**config.mk**
```make
export PLATFORM = sky130hd
export DESIGN_NAME = adq_memory_flat
export DESIGN_NICKNAME = d
export VERILOG_FILES = /design/src/rtl/adq_memory_if.sv /design/src/rtl/adq_memory.sv /design/src/flat_wrapper.sv
export SDC_FILE = /design/constraint.sdc
export NUM_CORES = 2
export LEC_CHECK = 0
export BUFFER_PORTS_ARGS = -buffer_cell sky130_fd_sc_hd__buf_2
export CAP_MARGIN = 10
export CELL_PAD_IN_SITES_DETAIL_PLACEMENT = 1
export CELL_PAD_IN_SITES_GLOBAL_PLACEMENT = 1
export CORE_MARGIN = 1
export CORE_UTILIZATION = 40
export DETAILED_ROUTE_END_ITERATION = 10
export GPL_ROUTABILITY_DRIVEN = 0
export GPL_TIMING_DRIVEN = 0
export HOLD_SLACK_MARGIN = 0.08
export PLACE_DENSITY = 0.69
export SYNTH_ARGS = -nofsm -noshare
export SYNTH_HDL_FRONTEND = slang
export SYNTH_SLANG_ARGS = --single-unit
```
**constraint.sdc**
```tcl
create_clock -name clk -period 3.1 [get_ports clk]
set_clock_uncertainty 0.05 [all_clocks]
set_input_delay 0.62 -clock clk [delete_from_list [all_inputs] [get_ports clk]]
set_output_delay 0.62 -clock clk [all_outputs]
set_load 0.03 [all_outputs]
```
**src/rtl/adq_memory_if.sv**
```systemverilog
// rtl/adq_memory_if.sv - shared address/data bus between the ADQ front end and the word memory
interface adq_memory_if #(
    parameter int DATA_W = 64,
    parameter int ADD_S  = 5
);
    logic [DATA_W-1:0] data_in;
    logic [ADD_S-1:0]  add;
    logic              wr;
    logic [DATA_W-1:0] data_out;

    modport master (
        output data_in,
        output add,
        output wr,
        input  data_out
    );

    modport slave (
        input  data_in,
        input  add,
        input  wr,
        output data_out
    );
endinterface

```
**src/rtl/adq_memory.sv**
```systemverilog
// rtl/adq_memory.sv - single-port RAM with registered read, cleared in full by async reset
module adq_memory #(
    parameter int DATA_W = 64,
    parameter int ADD_S  = 5
) (
    input  logic            clk,
    input  logic            rst,
    adq_memory_if.slave     bus
);
    localparam int DEPTH = 1 << ADD_S;

    logic [DATA_W-1:0] mem_q [DEPTH];
    logic [DATA_W-1:0] mem_d [DEPTH];
    logic [DATA_W-1:0] data_out_q;
    logic [DATA_W-1:0] data_out_d;

    // Storage is flops rather than a RAM macro so reset can clear every word at once.
    always_comb begin
        mem_d      = mem_q;
        data_out_d = data_out_q;
        if (bus.wr) begin
            mem_d[bus.add] = bus.data_in;
        end else begin
            data_out_d = mem_q[bus.add];
        end
    end

    always_ff @(posedge clk or negedge rst) begin
        if (!rst) begin
            for (int i = 0; i < DEPTH; i++) begin
                mem_q[i] <= '0;
            end
            data_out_q <= '0;
        end else begin
            for (int i = 0; i < DEPTH; i++) begin
                mem_q[i] <= mem_d[i];
            end
            data_out_q <= data_out_d;
        end
    end

    assign bus.data_out = data_out_q;
endmodule

```
**src/flat_wrapper.sv**
```systemverilog
// flat-port wrapper written by rule: the top's interface ports become plain ports
module adq_memory_flat 
#(
    parameter int DATA_W = 64,
    parameter int ADD_S  = 5
)
  (clk, rst, bus_data_in, bus_add, bus_wr, bus_data_out);
  adq_memory_if #(.DATA_W(DATA_W), .ADD_S(ADD_S)) bus_i ();
  input  logic clk;
  input  logic rst;
  input wire logic [$bits(bus_i.data_in)-1:0] bus_data_in;
  input wire logic [$bits(bus_i.add)-1:0] bus_add;
  input wire logic [$bits(bus_i.wr)-1:0] bus_wr;
  output wire logic [$bits(bus_i.data_out)-1:0] bus_data_out;
  assign bus_i.data_in = bus_data_in;
  assign bus_i.add = bus_add;
  assign bus_i.wr = bus_wr;
  assign bus_data_out = bus_i.data_out;
  adq_memory #(.DATA_W(DATA_W), .ADD_S(ADD_S)) u_core (.clk(clk), .rst(rst), .bus(bus_i));
endmodule
```
==> After elaboration in Yosys (flattened, before gate mapping) <==
Cells that the tools add are included.
Widths: inputs -> output; s select.
{ "op_classes": {"addsub": 0, "n_mul": 0, "n_div": 0, "magnitude_cmp": 2, "n_eq_ne": 0, "n_shift": 0, "mux": 6, "n_bitwise": 1, "n_reduce_logical": 1} }
{ "op_table": {"columns": ["op", "count"], "rows": [
  ["$bwmux 2048", 1],
  ["$bmux 64 s5", 1],
  ["$demux 64 s5", 1],
  ["$mux 64", 3],
  ["$ge 6x6->1 const B", 1],
  ["$lt 6x1->1 const B", 1],
  ["$not 5->6", 1],
  ["$logic_and 1x1->1", 1]
]} }
{ "totals": {"register_bits": 2112, "latchBits": 0, "mem_bits_rw": 0, "mem_bits_ro": 0, "inputBits": 72, "out_inout_bits": 64, "wordCells": 43, "memories": 0} }

==> Depth between registers and ports, before layout <==
{ "depth": {"ltp_word": 6, "depth_mapped": 9, "mapped_depth_nobuf": 5} }

==> Least setup slack after synthesis <==
No wires, ideal clock.
{ "synth_timing": {"kind": "input -> register", "from": "in bus_add[0]", "to": "reg u_core.data_out_q[0] (netlist: u_core.bus.data_out[0])", "t_arrival_ns": 2.214, "path_slack_ns": 0.700, "stages": 7, "n_path_buf": 3, "path_cell_list": "buf_2 -> buf_4 -> buf_2 -> mux4_2 -> a22o_1 -> a221oi_1 -> a32oi_1"} }
{ "synth_between": {"elab_chain_len": 4} }
{ "synth_lines": {"columns": ["element", "line", "rtl"], "rows": [
  ["start: declaration", "flat_wrapper.sv:12", "input wire logic [$bits(bus_i.add)-1:0] bus_add;"],
  ["$not 5->6 (implied by the code)", "adq_memory.sv:24", "data_out_d = mem_q[bus.add];"],
  ["$bmux 64 s5", "adq_memory.sv:24", null],
  ["$mux 64 (implied by the code) (2 in a row)", "adq_memory.sv:24", null],
  ["end signal: assignment", "adq_memory.sv:38", "data_out_q <= data_out_d;"],
  ["end: declaration", "adq_memory.sv:14", "logic [DATA_W-1:0] data_out_q;"]
]} }
No other way between the ends. The select of a mux whose other input is x is not followed.
A chain may end at the register's enable or synchronous reset.

==> Worst setup path after layout <==
{ "layout_timing": {"from": "in bus_add[4]", "to": "reg u_core.mem_q[91] (netlist bit)"} }
{ "layout_between": {"elab_chain_len": 6, "word_cells_on_any_way": 7, "classes_between": "order compare: 2; mux: 3; bitwise: 1; reduce/logical: 1"} }
{ "layout_lines": {"columns": ["element", "line", "rtl"], "rows": [
  ["$not 5->6 (implied by the code) *", "adq_memory.sv:22", "mem_d[bus.add] = bus.data_in;"],
  ["$ge 6x6->1 (implied by the code) / $lt 6x1->1 (equally long branches)", "adq_memory.sv:22", null],
  ["$logic_and 1x1->1 (implied by the code)", "adq_memory.sv:22", null],
  ["$mux 64 (implied by the code)", "adq_memory.sv:22", null],
  ["$demux 64 s5 *", "adq_memory.sv:22", null],
  ["$bwmux 2048 *", "adq_memory.sv:22", null],
  ["end signal: indexed assignment", "adq_memory.sv:36", "mem_q[i] <= mem_d[i];"],
  ["end: declaration", "adq_memory.sv:12", "logic [DATA_W-1:0] mem_q [DEPTH];"]
]} }
Mark *: on every way between the ends. The rest lies on a longest branch, timed or not.

==> impl_metrics.json <==
{
  "yosysSeqAreaShare_pct": 56.2,
  "grt_first_pass_wirelength_um": 480000,
  "clock_tree.htree_level_count": 4,
  "grt.overflow.total": 0,
  "synth_top_area_share_pct": 56.2,
  "layout.nets": 6455,
  "cellInternalPower_mw": 55.1,
  "holdBufCountCts": 64,
  "timing.slew.headroom_pct": 6.03,
  "die_w_um": 487,
  "worst_slack_ns": -0.123,
  "netSwitchingFraction_pct": 26.2,
  "drt-vias-per-instance": 6.00,
  "synth_fp_nets": 5995,
  "final.min_clock_period_ns": 3.22,
  "slowest_delay_ns": 0.96,
  "critical-path-top-cell-by-count": "sky130_fd_sc_hd__buf_2",
  "floorplan.core_area_um2": 233000,
  "place.detailed.instances": 9219,
  "worst_ep_arrival_time_ns": 3.91,
  "die-area_um2": 237000,
  "failed_checks": "negative hold slack, negative setup slack",
  "max_cap_viol_count": 0,
  "worst-setup-path-type": "in -> reg",
  "critical_path.cell_chain": "buf_2 -> buf_2 -> buf_4 -> nand3_1 -> nor2_2 -> buf_2 -> mux2_2",
  "postRouteWirelength_um": 335000,
  "edff_count_synth": 0,
  "port_buffers": 132,
  "p_seq_share_pct": 47.9,
  "power.static_leakage_nw": 47.9,
  "top_cells_by_area_synth": "sky130_fd_sc_hd__dfrtp_1 56%, sky130_fd_sc_hd__mux2_2 24%, sky130_fd_sc_hd__mux4_2 10%, sky130_fd_sc_hd__mux2i_1 1.9%, sky130_fd_sc_hd__clkbuf_1 1.1%",
  "initial_core_util_pct": 40.3,
  "grt_max_degree": 173,
  "placementRows": 177,
  "groute.usage.overall_pct": 28.5,
  "cts_tree": "built",
  "syn-instance-count": 5923,
  "hold_path_class": "in -> async",
  "power_per_cell_area_nw_per_um2": 694,
  "fin_crit_sh_pct": 104,
  "setup_violations": 122,
  "antenna_found_initial": 24,
  "avgSynthCellArea_um2": 15.9,
  "clkSinkCount": 2112,
  "max_freq_mhz": 310,
  "outcome": "complete, but fails checks",
  "tightest_slew_ns": 1.41,
  "post_synth_most_frequent_cells": "2112 x sky130_fd_sc_hd__dfrtp_1, 2017 x sky130_fd_sc_hd__mux2_2, 426 x sky130_fd_sc_hd__mux4_2",
  "synth.largest_area_cell": "sky130_fd_sc_hd__dfrtp_1",
  "proportion_of_layout_cells_with_a_drive_suffix_above_1_pct": 50.4,
  "synth_top_flop_cell": "sky130_fd_sc_hd__dfrtp_1",
  "critPathCaptureType": "register",
  "worst-path-max-fanout": 10,
  "avgRoutedWirePerCell_um": 34.6,
  "finalMaxSlewViolations": 0,
  "final-hold-violation-count": 144,
  "ys_async_sr_fraction_pct": 100,
  "fp.dieH_um": 487,
  "synth_most_common_cell": "sky130_fd_sc_hd__dfrtp_1",
  "layout_utilization_pct": 46.2,
  "number_of_warnings_issued_by_yosys": 0,
  "tritoncts.num_buffers": 219,
  "critical_path.startpoint_type": "input port",
  "fin_worst_hold_slack_ns": -0.318,
  "share_comb_of_total_power_pct": 15.7,
  "cts_root_buffer": "sky130_fd_sc_hd__clkbuf_16",
  "finalNonFillerCells": 9703,
  "crit_slowest_cell": "sky130_fd_sc_hd__nor2_2",
  "first_global_vias": 63300,
  "synth_area_um2": 94000,
  "synth.ff_latch_count": 2112,
  "detail_route.iter0.violations": 5333,
  "post_route_antenna_net_violation_count": 0,
  "finalSetupTns_ns": -4.91,
  "dr.pass1.iters": 5,
  "dr_total_vias": 58300,
  "pre_cts_ws_ns": -1.55,
  "clk_latency_ns": 0.88,
  "post-route-drc-count": 0,
  "power.ir.vdd_worst_mv": 0.529,
  "ys_types": 40,
  "dp_hpwl_um": 218000,
  "clk_pin_slew_ns": 0.06,
  "worst-endpoint-required_ns": 3.79,
  "clockBufferDepth": 3,
  "switchingPower_mw": 19.6,
  "clock_power_share_pct": 36.3,
  "area_growth_pct": 14.6,
  "ioPinCount": 136
}
==> logic make-up (layout without fill, tap and decap cells) <==
kind of cell | after synthesis | count (layout) | share of synthesized area [%]
AND/OR/NAND/NOR | 150 | 150 | 0.841
other | 0 | 8 | 0
AO/OA/AOI/OAI | 364 | 364 | 3.07
flip-flops | 2112 | 2112 | 56.2
buffers and inverters | 648 | 1288 | 3.29
multiplexers | 2649 | 2649 | 36.6
==> cell usage in the layout (no fill, tap or decap), types with 4 or more instances in the layout <==
cell	instances
sky130_fd_sc_hd__nor2_1	57
sky130_fd_sc_hd__buf_6	37
sky130_fd_sc_hd__buf_4	35
sky130_fd_sc_hd__mux2_2	2017
sky130_fd_sc_hd__buf_2	344
sky130_fd_sc_hd__buf_1	9
sky130_fd_sc_hd__inv_6	6
sky130_fd_sc_hd__dlygate4sd3_1	64
sky130_fd_sc_hd__clkinv_2	39
sky130_fd_sc_hd__dfrtp_1	2112
sky130_fd_sc_hd__nor2_2	15
sky130_fd_sc_hd__nor2b_1	5
sky130_fd_sc_hd__mux2i_1	174
sky130_fd_sc_hd__nor4_1	18
sky130_fd_sc_hd__a22o_1	81
sky130_fd_sc_hd__nor2_4	10
sky130_fd_sc_hd__clkbuf_16	227
sky130_fd_sc_hd__a22oi_1	64
sky130_fd_sc_hd__a211oi_1	40
sky130_fd_sc_hd__clkbuf_1	324
sky130_fd_sc_hd__clkbuf_8	56
sky130_fd_sc_hd__buf_8	17
sky130_fd_sc_hd__mux4_2	426
sky130_fd_sc_hd__inv_1	63
sky130_fd_sc_hd__a221oi_1	43
sky130_fd_sc_hd__a32oi_1	63
sky130_fd_sc_hd__bufinv_16	12
sky130_fd_sc_hd__inv_16	4
sky130_fd_sc_hd__diode_2	8
sky130_fd_sc_hd__o22ai_1	64
sky130_fd_sc_hd__clkbuf_2	19
sky130_fd_sc_hd__buf_16	19
sky130_fd_sc_hd__mux2_1	32
sky130_fd_sc_hd__nand2_1	14
==> area by class of cell <==
class                   count  area, um2
fillers                 22600     125000
flip-flops and latches   2112      52900
multi-input cells        3163      38200
clock buffers             336       6570
well taps                3132       3920
plain buffers             585       2930
repair buffers            239       2280
clock inverters            65        751
inverters                  63        236
diodes                      8       20.0
==> metrics by stage <==
step | total power [mW] | cell area [um2]
after floorplan | 43.5 | 94000
after global placement | 46.9 | 98600
after detailed placement | 47.8 | 99400
after CTS | 74.9 | 108000
after global routing | 77.4 | 108000
final | 74.7 | 108000
==> critical path, delay by kind of cell <==
family                 cells  cell delay, ns
buffers and inverters      4            1.68
muxes                      1            0.39
and+or+nand+nor            2            1.20
==> layer usage <==
metal	global-route usage, %	wire [um]
met3	4.75	21700
met1	39.3	142000
met4	12.6	16400
met5	0	80
met2	44.4	156000
==> flip-flops by register name (all words and copies together) (netlist names) <==
signal	flops
u_core.mem_q	2048
u_core.bus.data_out	64
==> final timing paths <==
check                                   from                       to  slack (ns)  depth (start not counted)
setup / recovery                  bus_add[4]         u_core.mem_q[91]       -0.12                          7
hold / removal                           rst       u_core.mem_q[1907]       -0.32                          1
max in group asynchronous                rst       u_core.mem_q[1168]        0.57                          5
hold reg to reg            u_core.mem_q[840]        u_core.mem_q[840]        0.43                          1
setup reg to reg           u_core.mem_q[312]  u_core.bus.data_out[56]        0.79                          5
min in group clk                  bus_add[3]  u_core.bus.data_out[63]        0.37                          5
==> power by group through the flow <==
stage | clock network [mW] | registers, mW | logic [mW]
floorplan | 0 | 35.3 | 8.23
global route | 28.5 | 36.4 | 12.6
global placement | 0 | 35.9 | 10.9
detailed placement | 0 | 36.2 | 11.6
finish | 27.2 | 35.8 | 11.7
CTS | 27.4 | 35.7 | 11.8
==> what timing repair did <==
item	in CTS	in global routing
setup buffers	0	0
gates resized for setup	27	14
endpoints found under the hold margin	272	144
gates cloned	2	4
endpoints found under the setup margin	1067	432
pin swaps	1	0
Power figures use the tool's default switching activity.
